===== src/rtl/booth_mul_pkg.sv =====
// Shared definitions for the Booth multiplier arbiter.
//
// Contents:
//   NREQ    number of requesters that share the multiplier
//   OP_W    operand width (signed)
//   PROD_W  product width (signed, full 4x4 range)
//   ID_W    width of a requester id
//   tag_t   {valid, id} carried alongside each op through the multiplier latency
package booth_mul_pkg;

  localparam int NREQ   = 2;
  localparam int OP_W   = 4;
  localparam int PROD_W = 8;
  localparam int ID_W   = 1;

  // One entry of the tag pipe. The id selects the response FIFO that
  // receives mul_result when this entry reaches the last stage.
  typedef struct packed {
    logic            valid;
    logic [ID_W-1:0] id;
  } tag_t;

endpackage


===== src/rtl/booth_rsp_fifo.sv =====
// Per-requester response FIFO.
//
// A small circular buffer holding multiplier results until the consumer
// pops them. Push and pop on the same edge leave the occupancy unchanged.
// A pop on an empty FIFO is ignored. The head reads as zero when empty, so
// rsp_data is quiet whenever rsp_valid is low.
//
// Parameters:
//   DEPTH  entries, power of two (2..8)
//   WIDTH  data width
//
// Ports:
//   clk        system clock, rising edge
//   rst        asynchronous, active-high reset (FIFO emptied)
//   push       write push_data at the tail
//   push_data  data to write
//   pop        consumer takes the head entry
//   head       head entry, zero when empty
//   count      current occupancy (0..DEPTH)
//   empty      occupancy is zero
//   full       occupancy is DEPTH
module booth_rsp_fifo #(
  parameter int  DEPTH = 2,
  parameter int  WIDTH = 8,
  localparam int CNT_W = $clog2(DEPTH + 1)
) (
  input  logic             clk,
  input  logic             rst,
  input  logic             push,
  input  logic [WIDTH-1:0] push_data,
  input  logic             pop,
  output logic [WIDTH-1:0] head,
  output logic [CNT_W-1:0] count,
  output logic             empty,
  output logic             full
);

  localparam int AW = $clog2(DEPTH);

  logic [WIDTH-1:0] mem [DEPTH];
  logic [AW-1:0]    wr_ptr;
  logic [AW-1:0]    rd_ptr;
  logic             do_push;
  logic             do_pop;

  assign empty = (count == '0);
  assign full  = (count == CNT_W'(DEPTH));

  // A push into a full FIFO is dropped unless a pop frees the slot on the
  // same edge; upstream credit accounting keeps that case from arising.
  assign do_pop  = pop && !empty;
  assign do_push = push && (!full || do_pop);

  // Pointers wrap naturally because DEPTH is a power of two.
  always_ff @(posedge clk or posedge rst) begin
    if (rst) begin
      wr_ptr <= '0;
      rd_ptr <= '0;
      count  <= '0;
    end else begin
      if (do_push) wr_ptr <= wr_ptr + AW'(1);
      if (do_pop)  rd_ptr <= rd_ptr + AW'(1);
      case ({do_push, do_pop})
        2'b10:   count <= count + CNT_W'(1);
        2'b01:   count <= count - CNT_W'(1);
        default: count <= count;
      endcase
    end
  end

  // Storage is not reset: an entry is only ever read after it was written.
  always_ff @(posedge clk) begin
    if (do_push) mem[wr_ptr] <= push_data;
  end

  assign head = empty ? '0 : mem[rd_ptr];

endmodule


===== src/rtl/booth_mul_arbiter.sv =====
// Shares one external registered 4x4 signed Booth multiplier between two
// requesters.
//
// Each cycle at most one request is issued to the multiplier. Arbitration is
// round-robin between eligible requesters; a requester is eligible only when
// its response FIFO has room for everything already in flight plus one more
// (credit check), so results never overflow a FIFO and a stalled consumer
// only blocks its own requester.
//
// Handshakes: every channel is valid/ready. A transfer happens on the rising
// edge where valid and ready are both high; ready never depends on the
// transfer of the same edge in the other direction, and req_ready is never
// high without the matching req_valid.
//
// Parameters:
//   MUL_LAT     issue edge to valid mul_result, in cycles (1..4)
//   FIFO_DEPTH  entries per response FIFO, power of two (2..8)
//
// Ports:
//   clk         system clock, rising edge
//   rst         asynchronous, active-high reset
//   req_valid   request valid, bit i = requester i
//   req_ready   request accepted (grant), bit i
//   req_x       multiplicands, requester i at [4i+3:4i]
//   req_m       multipliers,   requester i at [4i+3:4i]
//   rsp_valid   response FIFO i non-empty
//   rsp_ready   consumer i pops its head entry
//   rsp_data    products, requester i at [8i+7:8i], zero when empty
//   mul_x       multiplicand to the shared multiplier
//   mul_m       multiplier operand to the shared multiplier
//   mul_result  product from the shared multiplier
//   busy        any op in flight or any FIFO non-empty
module booth_mul_arbiter
  import booth_mul_pkg::*;
#(
  parameter int MUL_LAT    = 1,
  parameter int FIFO_DEPTH = 2
) (
  input  logic                   clk,
  input  logic                   rst,
  input  logic [NREQ-1:0]        req_valid,
  output logic [NREQ-1:0]        req_ready,
  input  logic [NREQ*OP_W-1:0]   req_x,
  input  logic [NREQ*OP_W-1:0]   req_m,
  output logic [NREQ-1:0]        rsp_valid,
  input  logic [NREQ-1:0]        rsp_ready,
  output logic [NREQ*PROD_W-1:0] rsp_data,
  output logic [OP_W-1:0]        mul_x,
  output logic [OP_W-1:0]        mul_m,
  input  logic [PROD_W-1:0]      mul_result,
  output logic                   busy
);

  localparam int CNT_W = $clog2(FIFO_DEPTH + 1);
  localparam int SUM_W = CNT_W + 1;

  // Arbitration
  logic [NREQ-1:0] eligible;
  logic            grant;
  logic [ID_W-1:0] gnt_id;
  logic [ID_W-1:0] rr;

  // Issue path
  logic [OP_W-1:0] sel_x;
  logic [OP_W-1:0] sel_m;
  logic [OP_W-1:0] held_x;
  logic [OP_W-1:0] held_m;

  // Tag pipe
  tag_t tag_pipe [MUL_LAT];
  tag_t tag_last;

  // Credit and FIFO bookkeeping
  logic [NREQ-1:0]  infl_inc;
  logic [CNT_W-1:0] inflight   [NREQ];
  logic [CNT_W-1:0] fifo_count [NREQ];
  logic [NREQ-1:0]  fifo_push;
  logic [NREQ-1:0]  fifo_pop;
  logic [NREQ-1:0]  fifo_empty;
  logic [NREQ-1:0]  fifo_full;

  // --------------------------------------------------------------------
  // Credit check: occupancy plus in-flight ops must stay below the depth
  // for one more op to be accepted. The full flag is implied by the sum
  // but keeps the mask readable when probing.
  // --------------------------------------------------------------------
  always_comb begin
    eligible = '0;
    for (int i = 0; i < NREQ; i++) begin
      eligible[i] = req_valid[i] && !fifo_full[i] &&
                    ((SUM_W'(fifo_count[i]) + SUM_W'(inflight[i])) < SUM_W'(FIFO_DEPTH));
    end
  end

  // --------------------------------------------------------------------
  // Round-robin grant. Gated by rst so nothing is offered while the tag
  // pipe and FIFOs are being cleared.
  // --------------------------------------------------------------------
  always_comb begin
    grant     = 1'b0;
    gnt_id    = '0;
    req_ready = '0;
    if (!rst) begin
      if (&eligible) begin
        grant  = 1'b1;
        gnt_id = rr;
      end else if (eligible[0]) begin
        grant  = 1'b1;
        gnt_id = ID_W'(0);
      end else if (eligible[1]) begin
        grant  = 1'b1;
        gnt_id = ID_W'(1);
      end
    end
    if (grant) req_ready[gnt_id] = 1'b1;
  end

  // Operands of the granted requester go straight to the multiplier in the
  // issue cycle; otherwise the last issued pair is held so the multiplier
  // inputs do not toggle while idle.
  assign sel_x = req_x[OP_W*int'(gnt_id) +: OP_W];
  assign sel_m = req_m[OP_W*int'(gnt_id) +: OP_W];
  assign mul_x = grant ? sel_x : held_x;
  assign mul_m = grant ? sel_m : held_m;

  always_ff @(posedge clk or posedge rst) begin
    if (rst) begin
      rr     <= '0;
      held_x <= '0;
      held_m <= '0;
    end else if (grant) begin
      rr     <= ~gnt_id;
      held_x <= sel_x;
      held_m <= sel_m;
    end
  end

  // --------------------------------------------------------------------
  // Tag pipe: mirrors the multiplier latency so the result arriving on
  // mul_result can be steered to the FIFO of the requester that issued it.
  // Clearing it on reset is what makes stale multiplier outputs harmless.
  // --------------------------------------------------------------------
  always_ff @(posedge clk or posedge rst) begin
    if (rst) begin
      for (int k = 0; k < MUL_LAT; k++) tag_pipe[k] <= '0;
    end else begin
      tag_pipe[0] <= '{valid: grant, id: gnt_id};
      for (int k = 1; k < MUL_LAT; k++) tag_pipe[k] <= tag_pipe[k-1];
    end
  end

  assign tag_last = tag_pipe[MUL_LAT-1];

  always_comb begin
    infl_inc  = '0;
    fifo_push = '0;
    fifo_pop  = '0;
    for (int i = 0; i < NREQ; i++) begin
      infl_inc[i]  = grant && (gnt_id == ID_W'(i));
      fifo_push[i] = tag_last.valid && (tag_last.id == ID_W'(i));
      fifo_pop[i]  = rsp_ready[i] && !fifo_empty[i];
    end
  end

  // In-flight counters: up on a grant, down when the result lands in the
  // FIFO. Both on one edge cancel.
  always_ff @(posedge clk or posedge rst) begin
    if (rst) begin
      for (int i = 0; i < NREQ; i++) inflight[i] <= '0;
    end else begin
      for (int i = 0; i < NREQ; i++) begin
        case ({infl_inc[i], fifo_push[i]})
          2'b10:   inflight[i] <= inflight[i] + CNT_W'(1);
          2'b01:   inflight[i] <= inflight[i] - CNT_W'(1);
          default: inflight[i] <= inflight[i];
        endcase
      end
    end
  end

  // --------------------------------------------------------------------
  // Response FIFOs
  // --------------------------------------------------------------------
  for (genvar gi = 0; gi < NREQ; gi++) begin : g_fifo
    booth_rsp_fifo #(
      .DEPTH (FIFO_DEPTH),
      .WIDTH (PROD_W)
    ) u_fifo (
      .clk       (clk),
      .rst       (rst),
      .push      (fifo_push[gi]),
      .push_data (mul_result),
      .pop       (fifo_pop[gi]),
      .head      (rsp_data[gi*PROD_W +: PROD_W]),
      .count     (fifo_count[gi]),
      .empty     (fifo_empty[gi]),
      .full      (fifo_full[gi])
    );
    assign rsp_valid[gi] = !fifo_empty[gi];
  end

  // Busy while any tag is live or any FIFO still holds a result.
  always_comb begin
    busy = ~&fifo_empty;
    for (int k = 0; k < MUL_LAT; k++) busy = busy | tag_pipe[k].valid;
  end

endmodule


===== config.mk =====
export PLATFORM = sky130hd
export DESIGN_NAME = booth_mul_arbiter
export DESIGN_NICKNAME = d
export VERILOG_FILES = /design/src/rtl/booth_mul_pkg.sv /design/src/rtl/booth_rsp_fifo.sv /design/src/rtl/booth_mul_arbiter.sv
export SDC_FILE = /design/constraint.sdc
export NUM_CORES = 1
export LEC_CHECK = 0
export ABC_AREA = 0
export CAP_MARGIN = 20
export CORE_MARGIN = 5
export CORE_UTILIZATION = 25
export DETAILED_ROUTE_END_ITERATION = 10
export PLACE_DENSITY = 0.49
export SLEW_MARGIN = 20
export SYNTH_ARGS = -nofsm -noshare
export SYNTH_HDL_FRONTEND = slang
export SYNTH_SLANG_ARGS = --single-unit

===== constraint.sdc =====
create_clock -name clk -period 3 [get_ports clk]
set_input_delay 0.6 -clock clk [delete_from_list [all_inputs] [get_ports clk]]
set_output_delay 0.6 -clock clk [all_outputs]
set_load 0.05 [all_outputs]

### Word-level counts from Yosys, hierarchy flattened

Memories as Yosys holds them, arrays and structs flattened.
Cells that the tools add are included.

| word-level totals | value |
|---|---|
| output and inout port bits | 29 |
| memory bits (writable) | 32 |
| flip-flop bits (word level) | 23 |
| memories kept | 2 |

| operators by class | value |
|---|---|
| add/sub/neg operators | 14 |
| eq/ne operators | 10 |
| reductions and logical operators | 30 |
| shift-type cells | 2 |
| bitwise logic cells | 3 |
| magnitude comparators | 4 |
| mux-type cells | 22 |

Memories:

| name | words | width | read ports | clocked after memory_dff | wr ports | RTL line | RTL |
|---|---|---|---|---|---|---|---|
| g_fifo[0].u_fifo.mem | 2 | 8 | 1 | 0 | 1 | booth_rsp_fifo.sv:40 | `logic [WIDTH-1:0] mem [DEPTH];` |
| g_fifo[1].u_fifo.mem | 2 | 8 | 1 | 0 | 1 | booth_rsp_fifo.sv:40 |  |

Operators with widths:

| operator | count |
|---|---|
| $mux W8 | 2 |
| $pmux W2 S2 | 4 |
| $shiftx A8 B4 Y4 | 2 |
| $logic_and A1 B1 Y1 | 15 |
| $eq A2 B2 Y1 const B | 6 |
| $mux W1 | 12 |
| $add A2 B1 Y2 const B | 4 |
| $eq A2 B1 Y1 const B | 4 |
| $mux W4 | 2 |
| $reduce_bool A2 Y1 | 4 |
| $sub A2 B1 Y2 const B | 4 |
| $add A2 B2 Y3 | 2 |
| $lt A3 B2 Y1 const B | 2 |
| $logic_not A1 Y1 | 5 |
| $add A1 B1 Y1 const B | 4 |
| $logic_not A2 Y1 | 2 |
| $reduce_and A2 Y1 | 2 |
| $logic_or A1 B1 Y1 | 2 |
| $lt A1 B2 Y1 const B | 1 |
| $mux W2 | 1 |
| $not A1 Y1 | 2 |
| $demux W1 S1 | 1 |
| $ge A1 B1 Y1 const B | 1 |
| $or A1 B1 Y1 | 1 |

### Depth between registers and ports, before layout

| logic depth | value |
|---|---|
| word-level depth | 13 |
| gate-level depth with buffers | 12 |

### Cells and area by module

From an unflattened synthesis, not the netlist that was laid out.

| second synthesis, totals | value |
|---|---|
| cells, all modules | 192 |
| area total of the unflattened synthesis | 2459.9 um2 |

By module, submodules not included:

| module | cells each | area each (um2) | times used |
|---|---|---|---|
| booth_rsp_fifo | 59 | 829.5 | 2 |
| booth_mul_arbiter | 74 | 800.8 | 1 |

### Least setup slack after synthesis

Ideal clock, no wire load.

| path | value |
|---|---|
| path type | input-to-output |
| from | input port rst |
| to | output port mul_m[0] |
| data arrival time | 2.815 ns |
| data required time | 2.400 ns |
| path slack | -0.415 ns |
| stages on the path | 5 |
| path buffers | 1 |
| path through | inv_1 > and4_4 > buf_6 > mux2_4 > a221oi_2 |

| on the way | value |
|---|---|
| word-level cells in the longest chain between the ends | 3 |
| elaborated cells between the ends (all ways) | 4 |

RTL lines:

| element | RTL line | RTL |
|---|---|---|
| from (decl) | booth_mul_arbiter.sv:40 | `input logic rst,` |
| $mux W1 | booth_mul_arbiter.sv:103 | `if (!rst) begin` |
| $shiftx A8 B4 Y4 | booth_mul_arbiter.sv:122 | `assign sel_m = req_m[OP_W*int'(gnt_id) +: OP_W];` |
| $mux W4 (*) | -- |  |
| to (decl) | booth_mul_arbiter.sv:49 | `output logic [OP_W-1:0] mul_m,` |

Every way passes the cells marked *; elsewhere a longest branch is shown, timed or not.

### Worst setup path in the final report

| path | value |
|---|---|
| from | register g_fifo[1].u_fifo.count[0] |
| to | output port mul_x[0] |

| on the way | value |
|---|---|
| word-level cells in the longest chain between the ends | 10 |
| elaborated cells between the ends (all ways) | 16 |

RTL lines:

| element | RTL line | RTL |
|---|---|---|
| from (decl) | booth_rsp_fifo.sv:33 | `output logic [CNT_W-1:0] count,` |
| from (signal assigned) | booth_rsp_fifo.sv:64 | `2'b10: count <= count + CNT_W'(1);` |
| from (signal assigned) | booth_rsp_fifo.sv:65 | `2'b01: count <= count - CNT_W'(1);` |
| from (signal assigned) | booth_rsp_fifo.sv:66 | `default: count <= count;` |
| parallel branches: the longest is 3 deep, another holds $add A2 B2 Y3 | -- |  |
| $logic_and A1 B1 Y1 (*) | booth_mul_arbiter.sv:90 | `eligible[i] = req_valid[i] && !fifo_full[i] &&` |
| $mux W1 | booth_mul_arbiter.sv:110 | `end else if (eligible[1]) begin` |
| $mux W1 | booth_mul_arbiter.sv:107 | `end else if (eligible[0]) begin` |
| $mux W1 | booth_mul_arbiter.sv:104 | `if (&eligible) begin` |
| $mux W1 | booth_mul_arbiter.sv:103 |  |
| $shiftx A8 B4 Y4 | booth_mul_arbiter.sv:121 | `assign sel_x = req_x[OP_W*int'(gnt_id) +: OP_W];` |
| $mux W4 (*) | -- |  |
| to (decl) | booth_mul_arbiter.sv:48 | `output logic [OP_W-1:0] mul_x,` |

Every way passes the cells marked *.

==> results.toml <==
[global_route]
overflow = 0
grt_start_max_net_pins = 24
met2_usage_pct = 16.51
met1_usage_pct = 12.93
grt.busiest_layer = "met2"
grt_pass1_wl_um = 8873
grt_use_total_pct = 9.897
grt_pass1_vias = 1652
use_met3_pct = 1.468
antenna_found_initial = 0

[route]
wl_um = 5671
drt_first_pass_iters = 3
drtAntennaViolNets = 0
drt-wirelength-per-cell_um = 14.11
drc = 0
vias = 1650
drt_iter0_markers = 46
vias_per_cell = 4.104

[cts]
clk_latency_ns = 0.31
cts_tree = "built"
h-tree-depth = 2
clk_path_buf_depth = 2
clk_pin_slew_worst_paths_ns = 0.11
cts_made_buffers = 5
cts_root_buf = "clkbuf_8"
ctsHoldBuffers = 0
clock_sinks = 55

[timing]
setup_viol = 8
fin_crit_ns = 3.166
rsz0062_at_grt = "true"
drv_slew = 0
worst_pin_slew_ns = 0.5479
max_freq_ghz = 0.3159
finalCritPeriodShare_pct = 105.5
finalHoldViolCount = 0
fin_ws_ns = -0.1660
relSlewSlack_pct = 63.36
clock_skew_ns = 0.01257

[synthesis]
netlist_area_um2 = 2494
synth_top_family_by_area = "simple AND/OR/NAND/NOR gates"
synthDistinctLibCells = 30
synth-seq-cells = 55
synth_cells = 188
syn_nets = 224
yosys.area_share.simple_pct = 11.59
yosys_warnings = 0
synthMuxAreaShare_pct = 7.025
synth_fa_ha_area_share_pct = 3.613
syn_avg_cell_area_um2 = 13.26
synth_xor_xnor_area_share_pct = 5.620
synth_compound_area_share_pct = 5.218
yosysSeqAreaShare_pct = 61.62

[floorplan]
core_um2 = 9729
die_y_um = 109.9
die_w_um = 109.9
row_count = 36
die_area_um2 = 12070
start_util_pct = 25.63
pin_count = 59

[power_and_ir_drop]
irDropWorstVdd_mv = 0.5936
power_w = 0.004418
leakagePower_nw = 1.477
power.density_nw_per_um2 = 1198

[critical_path]
worstSetupEndpoint = "mul_x[0]"
ff2ff_path_depth = 10
r2r_start = "inflight[2]$_DFFE_PP0P_"
cp-startpoint = "g_fifo[1].u_fifo.count[0]$_DFFE_PP0P_"
cp.required_ns = 2.40
critPathCaptureType = "primary output"
critPathMaxFanout = 5
arrival_ns = 2.57
crit_type = "reg -> out"
cp-start-kind = "flop"
rr_endpoint = "inflight[3]$_DFFE_PP0P_"
regToRegSetupSlack_ns = 0.44

[final_layout]
layout_commonest_cell = "clkdlybuf4s50_1"
stdcell_area_um2 = 3689
layout-drive-gt1-share_pct = 23.42
syn_to_final_growth_pct = 47.92
n_antenna_cell = 0
final_nets = 304
mostFrequentLayoutCells = "clkdlybuf4s50_1, edfxtp_1, nor2_1"

[placement]
io_buffers = 58
placed_area_um2 = 3522
globalplace.congestion = 0.6818
dp_hpwl_um = 4125

[run_status]
violations = "setup timing"
status = "finished, violations left"

[job]
maxCapViolCount = 0

[min_path]
hold_path_class = "reg -> reg"
==> cell type report <==
class                           instances  area [um2]
Clock buffer                            5       68.82
Clock inverter                          3       22.52
Fill cell                             986        6041
Inverter                               23       90.09
Multi-Input combinational cell        105       975.9
Sequential cell                        55        1536
Tap cell                              133       166.4
Timing Repair Buffer                   78       828.3
==> state kept, by name, summed over array words and instances (netlist names) <==
name,count
g_fifo.u_fifo.mem,32
rr,1
inflight,4
g_fifo.u_fifo.rd_ptr,2
held_m,4
tag_last,2
g_fifo.u_fifo.count,4
held_x,4
g_fifo.u_fifo.wr_ptr,2
==> kinds of logic after synthesis <==
| kind of cell | Yosys count |
|---|---|
| DFF | 55 |
| AOI/OAI and AO/OA | 10 |
| buffers and inverters | 30 |
| and+or+nand+nor | 54 |
| adders and majority gates | 6 |
| xor gates and xnor gates | 16 |
| muxes | 17 |
==> stage by stage <==
step	instances	setup WS [ns]	TNS, ns	hold WS, ns	util [%]
6_report	402	-0.1660	-1.003	0.5015	37.91
3_3_place_gp	388	0.04262	0	0.4820	36.20
2_1_floorplan	188	-0.03506	-0.2514	0.4681	-
3_5_place_dp	388	-0.006443	-0.006443	0.4871	36.20
5_1_grt	402	-0.2716	-1.871	0.5364	37.91
4_1_cts	402	-0.1977	-1.384	0.5060	37.77
==> worst min path at each step <==
stage	startpoint	to	slack, ns	depth (start not counted)
floorplan	g_fifo[0].u_fifo.wr_ptr$_DFFE_PP0P_	g_fifo[0].u_fifo.wr_ptr$_DFFE_PP0P_	0.47	1
global placement	g_fifo[1].u_fifo.wr_ptr$_DFFE_PP0P_	g_fifo[1].u_fifo.wr_ptr$_DFFE_PP0P_	0.48	1
detailed placement	g_fifo[1].u_fifo.wr_ptr$_DFFE_PP0P_	g_fifo[1].u_fifo.wr_ptr$_DFFE_PP0P_	0.49	1
CTS	g_fifo[1].u_fifo.wr_ptr$_DFFE_PP0P_	g_fifo[1].u_fifo.wr_ptr$_DFFE_PP0P_	0.51	1
global route	inflight[1]$_DFFE_PP0P_	inflight[1]$_DFFE_PP0P_	0.54	1
finish	g_fifo[0].u_fifo.wr_ptr$_DFFE_PP0P_	g_fifo[0].u_fifo.wr_ptr$_DFFE_PP0P_	0.50	1
==> routing by layer <==
metal  vias to the layer above  share of wire [%]  routed length, um
li1                        797                  -                  -
met3                         7                2.2                125
met5                         -                  0                  0
met2                        18                 53               2987
met1                       828                 43               2466
met4                         0                1.6                 91
==> report_power, final <==
part	internal (W)	switching (W)
combinational	0.00126	0.00158
sequential	0.000997	0.000146
clock	0.000170	0.000259
total	0.00243	0.00199
==> worst max-delay path, cell delays in order (launching register included) <==
cell and delay, ns:
dfrtp_1 0.39, and2_4 0.15, fa_1 0.45, nor2_2 0.10, and4_4 0.25, mux2_4 0.39, a221oi_4 0.34, buf_12 0.18
==> cells in the mapped netlist <==
cell | number | area [um2]
nor4_1 | 1 | 6.260
and2b_4 | 1 | 10.01
mux2_4 | 1 | 15.01
inv_1 | 21 | 78.83
fa_1 | 2 | 40.04
nor2b_1 | 4 | 25.02
dfrtp_1 | 23 | 575.6
xnor2_1 | 10 | 87.58
o21ai_1 | 2 | 10.01
nor2_2 | 1 | 6.260
nand2b_1 | 2 | 12.51
or3_1 | 1 | 6.260
or2_1 | 1 | 6.260
mux2i_1 | 16 | 160.2
nand2b_4 | 1 | 13.76
edfxtp_1 | 32 | 960.9
ha_1 | 4 | 50.05
buf_6 | 2 | 22.52
nor2_1 | 27 | 101.4
clkbuf_1 | 3 | 11.26
nor2b_4 | 1 | 13.76
xor2_1 | 6 | 52.55
and4_4 | 1 | 11.26
inv_2 | 2 | 7.510
buf_4 | 1 | 7.510
nor4_2 | 1 | 12.51
buf_2 | 1 | 5.000
nor3_1 | 9 | 45.04
and2_1 | 3 | 18.77
a221oi_2 | 8 | 120.1
==> timing repair <==
item | CTS | global route
gates cloned | 2 | 0
pin swaps | 6 | 4
resized for setup | 4 | 3
endpoints found under the setup margin | 9 | 9
buffers inserted | 4 | 0
Note: power is estimated with default switching activity, not from simulation.
